===== src/rtl/id_ex_control_stage.sv =====
// ID/EX control stage: decodes the IF/ID instruction into the execute-stage
// control bundle, registers it with operands, immediate and register indices,
// detects load-use hazards and honours external stall and flush requests.
module id_ex_control_stage #(
    parameter int DATA_W     = 8,
    parameter int REG_ADDR_W = 5,
    parameter int CNT_W      = 8
) (
    input  logic                  clk,
    input  logic                  reset,
    input  logic                  stall,
    input  logic                  flush,
    input  logic                  id_valid,
    input  logic [31:0]           id_instr,
    input  logic [DATA_W-1:0]     id_pc,
    input  logic [DATA_W-1:0]     id_rs1_data,
    input  logic [DATA_W-1:0]     id_rs2_data,
    output logic                  hazard_stall,
    output logic                  ex_valid,
    output logic [1:0]            ex_alu_op,
    output logic [9:0]            ex_funct,
    output logic                  ex_alu_src,
    output logic                  ex_mem_read,
    output logic                  ex_mem_write,
    output logic                  ex_reg_write,
    output logic                  ex_mem_to_reg,
    output logic                  ex_branch,
    output logic [DATA_W-1:0]     ex_rs1_data,
    output logic [DATA_W-1:0]     ex_rs2_data,
    output logic [DATA_W-1:0]     ex_imm,
    output logic [DATA_W-1:0]     ex_pc,
    output logic [REG_ADDR_W-1:0] ex_rs1,
    output logic [REG_ADDR_W-1:0] ex_rs2,
    output logic [REG_ADDR_W-1:0] ex_rd,
    output logic                  ex_illegal,
    output logic [CNT_W-1:0]      bubble_count
);

    localparam logic [6:0] OP_R   = 7'b0110011;
    localparam logic [6:0] OP_LD  = 7'b0000011;
    localparam logic [6:0] OP_SD  = 7'b0100011;
    localparam logic [6:0] OP_BEQ = 7'b1100011;

    // Everything that travels from ID into EX in one record; an all-zero
    // record is a bubble.
    typedef struct packed {
        logic                  valid;
        logic [1:0]            alu_op;
        logic [9:0]            funct;
        logic                  alu_src;
        logic                  mem_read;
        logic                  mem_write;
        logic                  reg_write;
        logic                  mem_to_reg;
        logic                  branch;
        logic [DATA_W-1:0]     rs1_data;
        logic [DATA_W-1:0]     rs2_data;
        logic [DATA_W-1:0]     imm;
        logic [DATA_W-1:0]     pc;
        logic [REG_ADDR_W-1:0] rs1;
        logic [REG_ADDR_W-1:0] rs2;
        logic [REG_ADDR_W-1:0] rd;
        logic                  illegal;
    } ex_bundle_t;

    // Sign-extend a 13-bit immediate, then fit it to the datapath width
    // (truncating when the datapath is narrower).
    function automatic logic [DATA_W-1:0] imm_fit(input logic signed [12:0] imm_sext);
        return DATA_W'(imm_sext);
    endfunction

    // Saturating increment: the counter sticks at all-ones.
    function automatic logic [CNT_W-1:0] sat_inc(input logic [CNT_W-1:0] cnt);
        if (&cnt) begin
            return cnt;
        end
        return cnt + CNT_W'(1);
    endfunction

    ex_bundle_t       ex_q, ex_d;
    ex_bundle_t       dec_p0;
    logic [CNT_W-1:0] bubble_count_q, bubble_count_d;
    logic             legal_p0;
    logic             uses_rs1_p0;
    logic             uses_rs2_p0;
    logic signed [12:0] imm_sext_p0;
    logic             rs1_hit;
    logic             rs2_hit;

    // ---- decode stage (p0): combinational decode of the IF/ID instruction
    // Decode opcode into control bits, source usage and the immediate.
    always_comb begin
        dec_p0          = '0;
        legal_p0        = 1'b0;
        uses_rs1_p0     = 1'b0;
        uses_rs2_p0     = 1'b0;
        imm_sext_p0     = '0;
        dec_p0.valid    = 1'b1;
        dec_p0.funct    = {id_instr[31:25], id_instr[14:12]};
        dec_p0.rs1_data = id_rs1_data;
        dec_p0.rs2_data = id_rs2_data;
        dec_p0.pc       = id_pc;
        dec_p0.rs1      = REG_ADDR_W'(id_instr[19:15]);
        dec_p0.rs2      = REG_ADDR_W'(id_instr[24:20]);
        dec_p0.rd       = REG_ADDR_W'(id_instr[11:7]);
        case (id_instr[6:0])
            OP_R: begin
                legal_p0         = 1'b1;
                uses_rs1_p0      = 1'b1;
                uses_rs2_p0      = 1'b1;
                dec_p0.alu_op    = 2'b10;
                dec_p0.reg_write = 1'b1;
            end
            OP_LD: begin
                legal_p0          = 1'b1;
                uses_rs1_p0       = 1'b1;
                imm_sext_p0       = {id_instr[31], id_instr[31:20]};
                dec_p0.alu_op     = 2'b00;
                dec_p0.alu_src    = 1'b1;
                dec_p0.mem_read   = 1'b1;
                dec_p0.mem_to_reg = 1'b1;
                dec_p0.reg_write  = 1'b1;
            end
            OP_SD: begin
                legal_p0         = 1'b1;
                uses_rs1_p0      = 1'b1;
                uses_rs2_p0      = 1'b1;
                imm_sext_p0      = {id_instr[31], id_instr[31:25], id_instr[11:7]};
                dec_p0.alu_op    = 2'b00;
                dec_p0.alu_src   = 1'b1;
                dec_p0.mem_write = 1'b1;
            end
            OP_BEQ: begin
                legal_p0      = 1'b1;
                uses_rs1_p0   = 1'b1;
                uses_rs2_p0   = 1'b1;
                imm_sext_p0   = {id_instr[31], id_instr[7], id_instr[30:25],
                                 id_instr[11:8], 1'b0};
                dec_p0.alu_op = 2'b01;
                dec_p0.branch = 1'b1;
            end
            default: begin
                legal_p0 = 1'b0;
            end
        endcase
        dec_p0.imm = imm_fit(imm_sext_p0);
    end

    // Load-use detection: a load in EX whose destination feeds a source the
    // instruction in ID really reads. x0 never creates a dependency.
    always_comb begin
        rs1_hit      = uses_rs1_p0 && (dec_p0.rs1 == ex_q.rd);
        rs2_hit      = uses_rs2_p0 && (dec_p0.rs2 == ex_q.rd);
        hazard_stall = id_valid && ex_q.valid && ex_q.mem_read &&
                       (ex_q.rd != '0) && (rs1_hit || rs2_hit);
    end

    // Next ID/EX content, in edge priority order: flush, stall, hazard,
    // empty slot, illegal opcode, then the decoded instruction.
    always_comb begin
        ex_d           = ex_q;
        bubble_count_d = bubble_count_q;
        if (flush) begin
            ex_d = '0;
        end else if (stall) begin
            ex_d           = ex_q;
            bubble_count_d = bubble_count_q;
        end else if (hazard_stall) begin
            ex_d           = '0;
            bubble_count_d = sat_inc(bubble_count_q);
        end else if (!id_valid) begin
            ex_d = '0;
        end else if (!legal_p0) begin
            ex_d           = '0;
            ex_d.illegal   = 1'b1;
            bubble_count_d = sat_inc(bubble_count_q);
        end else begin
            ex_d = dec_p0;
        end
    end

    // ---- ID/EX register (p1): reset clears data as well as control
    // ID/EX pipeline register and bubble counter.
    always_ff @(posedge clk) begin
        if (reset) begin
            ex_q           <= '0;
            bubble_count_q <= '0;
        end else begin
            ex_q           <= ex_d;
            bubble_count_q <= bubble_count_d;
        end
    end

    assign ex_valid      = ex_q.valid;
    assign ex_alu_op     = ex_q.alu_op;
    assign ex_funct      = ex_q.funct;
    assign ex_alu_src    = ex_q.alu_src;
    assign ex_mem_read   = ex_q.mem_read;
    assign ex_mem_write  = ex_q.mem_write;
    assign ex_reg_write  = ex_q.reg_write;
    assign ex_mem_to_reg = ex_q.mem_to_reg;
    assign ex_branch     = ex_q.branch;
    assign ex_rs1_data   = ex_q.rs1_data;
    assign ex_rs2_data   = ex_q.rs2_data;
    assign ex_imm        = ex_q.imm;
    assign ex_pc         = ex_q.pc;
    assign ex_rs1        = ex_q.rs1;
    assign ex_rs2        = ex_q.rs2;
    assign ex_rd         = ex_q.rd;
    assign ex_illegal    = ex_q.illegal;
    assign bubble_count  = bubble_count_q;

endmodule


===== config.mk =====
export PLATFORM = sky130hd
export DESIGN_NAME = id_ex_control_stage
export DESIGN_NICKNAME = d
export VERILOG_FILES = /design/src/rtl/id_ex_control_stage.sv
export SDC_FILE = /design/constraint.sdc
export NUM_CORES = 1
export LEC_CHECK = 0
export BUFFER_PORTS_ARGS = -buffer_cell sky130_fd_sc_hd__clkbuf_2
export CAP_MARGIN = 25
export CORE_UTILIZATION = 40
export CTS_CLUSTER_DIAMETER = 120
export CTS_CLUSTER_SIZE = 12
export DETAILED_ROUTE_END_ITERATION = 12
export PLACE_DENSITY = 0.73
export SLEW_MARGIN = 30
export SYNTH_ARGS = -nofsm -noshare
export SYNTH_HDL_FRONTEND = slang
export SYNTH_SLANG_ARGS = --single-unit

===== constraint.sdc =====
create_clock -name clk -period 3.9 [get_ports clk]
set_input_delay 1.17 -clock clk [delete_from_list [all_inputs] [get_ports clk]]
set_output_delay 1.17 -clock clk [all_outputs]
set_load 0.01 [all_outputs]

# Yosys cells after proc, flatten, opt, wreduce, memory -nomap -nowiden
# Cells that the tools add are included.
[word_totals]
register_bits = 75
inputBits = 61
out_inout_bits = 76
wordCells = 71
[op_classes]
n_addsub = 1
n_eq_ne = 7
mux = 27
bitwise_logic = 2
n_reduce_logical = 16
[ops]
columns = ["operator", "count"]
rows = [
  ["$mux 67", 3],
  ["$mux 8", 6],
  ["$pmux 8 s3", 1],
  ["$mux 1", 16],
  ["$eq 7x6->1 const B", 2],
  ["$eq 5x5->1", 2],
  ["$add 8x1->8 const B", 1],
  ["$reduce_and 8->1", 1],
  ["$eq 7x2->1 const B", 1],
  ["$eq 7x7->1 const B", 1],
  ["$logic_and 1x1->1", 6],
  ["$reduce_or 2->1", 3],
  ["$reduce_bool 5->1", 1],
  ["$pmux 2 s2", 1],
  ["$reduce_and 4->1", 1],
  ["$reduce_or 4->1", 1],
  ["$reduce_or 3->1", 1],
  ["$ne 2x2->1 const B", 1],
  ["$not 1->1", 2],
  ["$reduce_bool 2->1", 1],
  ["$logic_or 1x1->1", 1],
]

# Depth between registers and ports, before layout
[logic_depth]
word_depth = 13
depth_mapped = 8

# Worst setup path before layout
# Ideal clock, no wire load.
[synth_path]
path_type = "in2out"
startpoint = "input port id_instr[18]"
endpoint = "output port hazard_stall"
t_arrival_ps = 2252
slack_ps = 478
stages = 4
path_buffers = 0
cell_sequence = "xor2_1 > nor4_1 > nand3b_1 > o31ai_1"
[synth_between]
elab_chain_cells = 4
[synth_lines]
columns = ["element", "line", "source"]
rows = [
  ["start, declared", "14", "input logic [31:0] id_instr,"],
  ["$eq 5x5->1", "152", "rs1_hit = uses_rs1_p0 && (dec_p0.rs1 == ex_q.rd);"],
  ["$logic_and 1x1->1", "152", ""],
  ["$logic_or 1x1->1", "155", "(ex_q.rd != '0) && (rs1_hit || rs2_hit);"],
  ["$logic_and 1x1->1", "155", ""],
  ["end, declared", "18", "output logic hazard_stall,"],
]
# No other way between the ends.

# Final worst setup path
[layout_path]
startpoint = "input port id_instr[2]"
endpoint = "output port hazard_stall"
[layout_between]
elab_chain_cells = 6
[layout_lines]
columns = ["element", "line", "source"]
rows = [
  ["$eq 7x6->1, or another cell as far along", "106", "case (id_instr[6:0])"],
  ["$reduce_or 4->1 (no line) or $reduce_or 3->1 (tied branches)", "-", ""],
  ["$mux 1", "106", ""],
  ["$logic_and 1x1->1, on equally long branches", "152, 153", ""],
  ["$logic_or 1x1->1 *", "155", ""],
  ["$logic_and 1x1->1 *", "155", ""],
]
# Mark *: on every way between the ends. The rest lies on a longest branch, timed or not.

==> results by group <==
Run status
  • Status: complete, no violations

Floorplanning
  • Die span in y: 90.11 um
  • Top-Level Pins: about 140
  • Row cnt: 31
  • Die ar.: 8120 sq um
  • Starting Density: 0.4214
  • Die W: 90.11 um
  • Core box area: 7370 sq um

CTS
  • CTS Buf Count: 9
  • Cts hold-fix bufs: 0
  • Clock Root Buffer: clkbuf_8
  • Setup Buffers After CTS: 0
  • H-tree levels: 3
  • Clk sink count: 73
  • Clock Path Buffers: 2
  • Resized Gates After CTS: 0
  • CTS tree: yes
  • Clock Pin Slew Worst Setup and Hold Paths: 0.08 ns
  • Clk_lat worst skew: ~0.35 ns

Synth
  • Average cell area after synthesis: 9.215 sq um
  • Post-synthesis instance area: a little over 3000 sq um
  • Seq/Total Area, Yosys: 0.4706
  • Most common cell in the netlist: dfxtp_1
  • Top_reg_cell synth: dfxtp_1
  • Top cells by area, synth: dfxtp_1 (47%), a32oi_1 (15%), nor2_1 (7.6%), nand4_1 (4.2%), clkbuf_1 (2.5%)
  • Post-synth EDFFs: 0
  • #FFs+latches synth: 73
  • Leading area contributor after synthesis: dfxtp_1
  • YS warnings: 0
  • Post-synth cell types: 38
  • Synth Instances: ~340
  • Post-synth top area share: 0.4706
  • Commonest cells post-synth: dfxtp_1 (73), nor2_1 (63), a32oi_1 (52)
  • FFs w/ async S/R, synth: 0
  • Syn_nets: 399

Route
  • DRT Wirelength: 8596 um
  • Total number of vias: about 3200
  • DR iter-0 viols: between 150 and 200
  • # DRC: 0
  • DRT antenna net count: 0
  • DR pass1 iterations: 5
  • Wire per inst: 15.32 um
  • Vias per cell: between 5 and 6

Place
  • Final Wtd Congestion: roughly 0.82
  • Cell Area, Placed: around 3800 sq um
  • Post-detail-place hpwl: 5882 um
  • Port Buffers: 136

STA
  • Hold Fails Final Rpt: 0
  • Max-slew violations: 0
  • RSZ-0062 raised after global routing: false
  • Endpoints failing setup: 0
  • Setup TNS: 0 ns
  • Period utilization: 0.9119
  • Relative slew slack: 0.5518
  • Worst-margin pin slew: 0.6724 ns
  • Minimum clock period: about 3.6 ns
  • F_max: 281.2 MHz
  • Final Skew: 0.01021 ns

Pwr
  • Clk pwr share: 0.480
  • Sequential power share: 0.456
  • Comb power frac: 0.065
  • Pwr dens: 402.5 nW/um^2
  • Peak supply drop: 0.0002176 V
  • Internal power: 1.276 mW
  • Net Sw Frac: 0.2221
  • Leak: between 1.5 and 2 nW
  • Switch Pwr: approximately 0.36 mW

Finish
  • Share of layout cells above drive strength 1: 0.3701
  • Largest register FFs: 10
  • Layout area overhead: 31.27%
  • Cell area after layout: 4076 sq um
  • Ant diodes: 0
  • Final Util: 0.5531
  • Nets: 519

Worst setup path
  • R2R depth: 6
  • CP endpoint: hazard_stall
  • Req. time, crit path: 2.73 ns
  • Critical path capture point type: primary output
  • FF-to-FF setup slack: ~1.4 ns
  • Critical Path Fanout Max: 5
  • Nature of the critical path startpoint: primary input
  • Reg-to-Reg Start: ex_rd[0]$_SDFFE_PP0N_
  • Kind of critical path: in2out
  • Worst r2r dst: ex_imm[1]$_SDFFE_PP0N_
  • Crit path arrival time: 2.39 ns
  • Crit path launch: id_instr[2]

GRT
  • Largest net degree at the start of global routing: 66
  • GRT Total Usage: 0.2096
  • Vias in the first global route: approximately 2900
  • Antenna violations before repair: 0
  • First-pass GRT wire length: around 14000 um
  • GRT overflow: 0

Min path
  • Hold Path Class: reg2reg

Run
  • MaxCap Viol Count: 0
-- per-stage QoR --
step	hold slack (ns)	total power [mW]	worst slack, ns	std cells
detailed placement	0.4550	0.8705	0.3830	545
global placement	0.4491	0.8685	0.4357	545
floorplan	0.4856	0.8194	0.4777	337
finish	0.4656	1.641	0.3437	561
global route	0.4881	1.692	0.2526	561
CTS	0.4676	1.651	0.3534	561
-- power by group through the flow --
| stage | clock, mW | combinational, mW | sequential [mW] |
|---|---|---|---|
| global placement | 0 | 0.103 | 0.765 |
| floorplan | 0 | 0.0534 | 0.766 |
| finish | 0.787 | 0.106 | 0.748 |
| CTS | 0.797 | 0.106 | 0.748 |
| detailed placement | 0 | 0.105 | 0.765 |
| global route | 0.828 | 0.115 | 0.748 |
-- how the worst min path moves through the flow --
stage / cells after the start / from / slack [ns] / end
global placement: 2 / ex_imm[7]$_SDFFE_PP0N_ / 0.45 / ex_imm[7]$_SDFFE_PP0N_
global route: 2 / ex_imm[6]$_SDFFE_PP0N_ / 0.49 / ex_imm[6]$_SDFFE_PP0N_
floorplan: 2 / ex_imm[5]$_SDFFE_PP0N_ / 0.49 / ex_imm[5]$_SDFFE_PP0N_
CTS: 2 / ex_imm[6]$_SDFFE_PP0N_ / 0.47 / ex_imm[6]$_SDFFE_PP0N_
detailed placement: 2 / ex_imm[6]$_SDFFE_PP0N_ / 0.46 / ex_imm[6]$_SDFFE_PP0N_
finish: 2 / ex_imm[7]$_SDFFE_PP0N_ / 0.47 / ex_imm[7]$_SDFFE_PP0N_
-- cells by family (layout without fill, tap and decap cells) --
logic type,after synthesis,after routing,share of synthesized area
and+or+nand+nor,128,128,0.1978
AOI/OAI and AO/OA,81,81,0.2083
DFF,73,73,0.4706
buffers and inverters,35,160,0.05882
xor gates and xnor gates,10,10,0.02820
muxes,9,9,0.03223
adders and majority gates,1,1,0.004028
-- worst max-delay path: stages --
cell and delay, ns:
clkbuf_2 0.09, and4bb_2 0.35, o211ai_1 0.21, nand3b_1 0.26, o31ai_1 0.12, clkbuf_2 0.19
-- metal layers --
metal / vias up / wire length, um / share of wire / GRT usage
met5: - / 0 / 0 / 0
met4: 0 / 112 / 0.013 / 0.08333
met3: 7 / 484 / 0.056 / 0.04061
met2: 129 / 4222 / 0.49 / 0.3588
met1: 1514 / 3777 / 0.44 / 0.2579
li1: 1501 / - / - / -
-- layout by cell type (no fill, tap or decap), drive strengths merged, types with 4 or more instances in the layout --
cell | synthesis | final
a21oi | 14 | 14
and3 | 4 | 4
bufinv | 0 | 4
buf | 13 | 7
a32oi | 52 | 52
clkbuf | 21 | 145
mux2 | 8 | 8
a31oi | 5 | 5
nand2 | 16 | 16
nor2b | 9 | 9
nand4 | 21 | 21
nor2 | 63 | 63
xnor2 | 7 | 7
dfxtp | 73 | 73
-- cell type report --
class / instances / area (sq um)
fillers: 728 / 3293
multi-input cells: 229 / 1463
flip-flops and latches: 73 / 1461
repair buffers: 143 / 758.2
clock inverters: 7 / 142.6
clock buffers: 9 / 123.9
well taps: 99 / 123.9
inverters: 1 / 3.754
(Power assumes the default switching activity.)
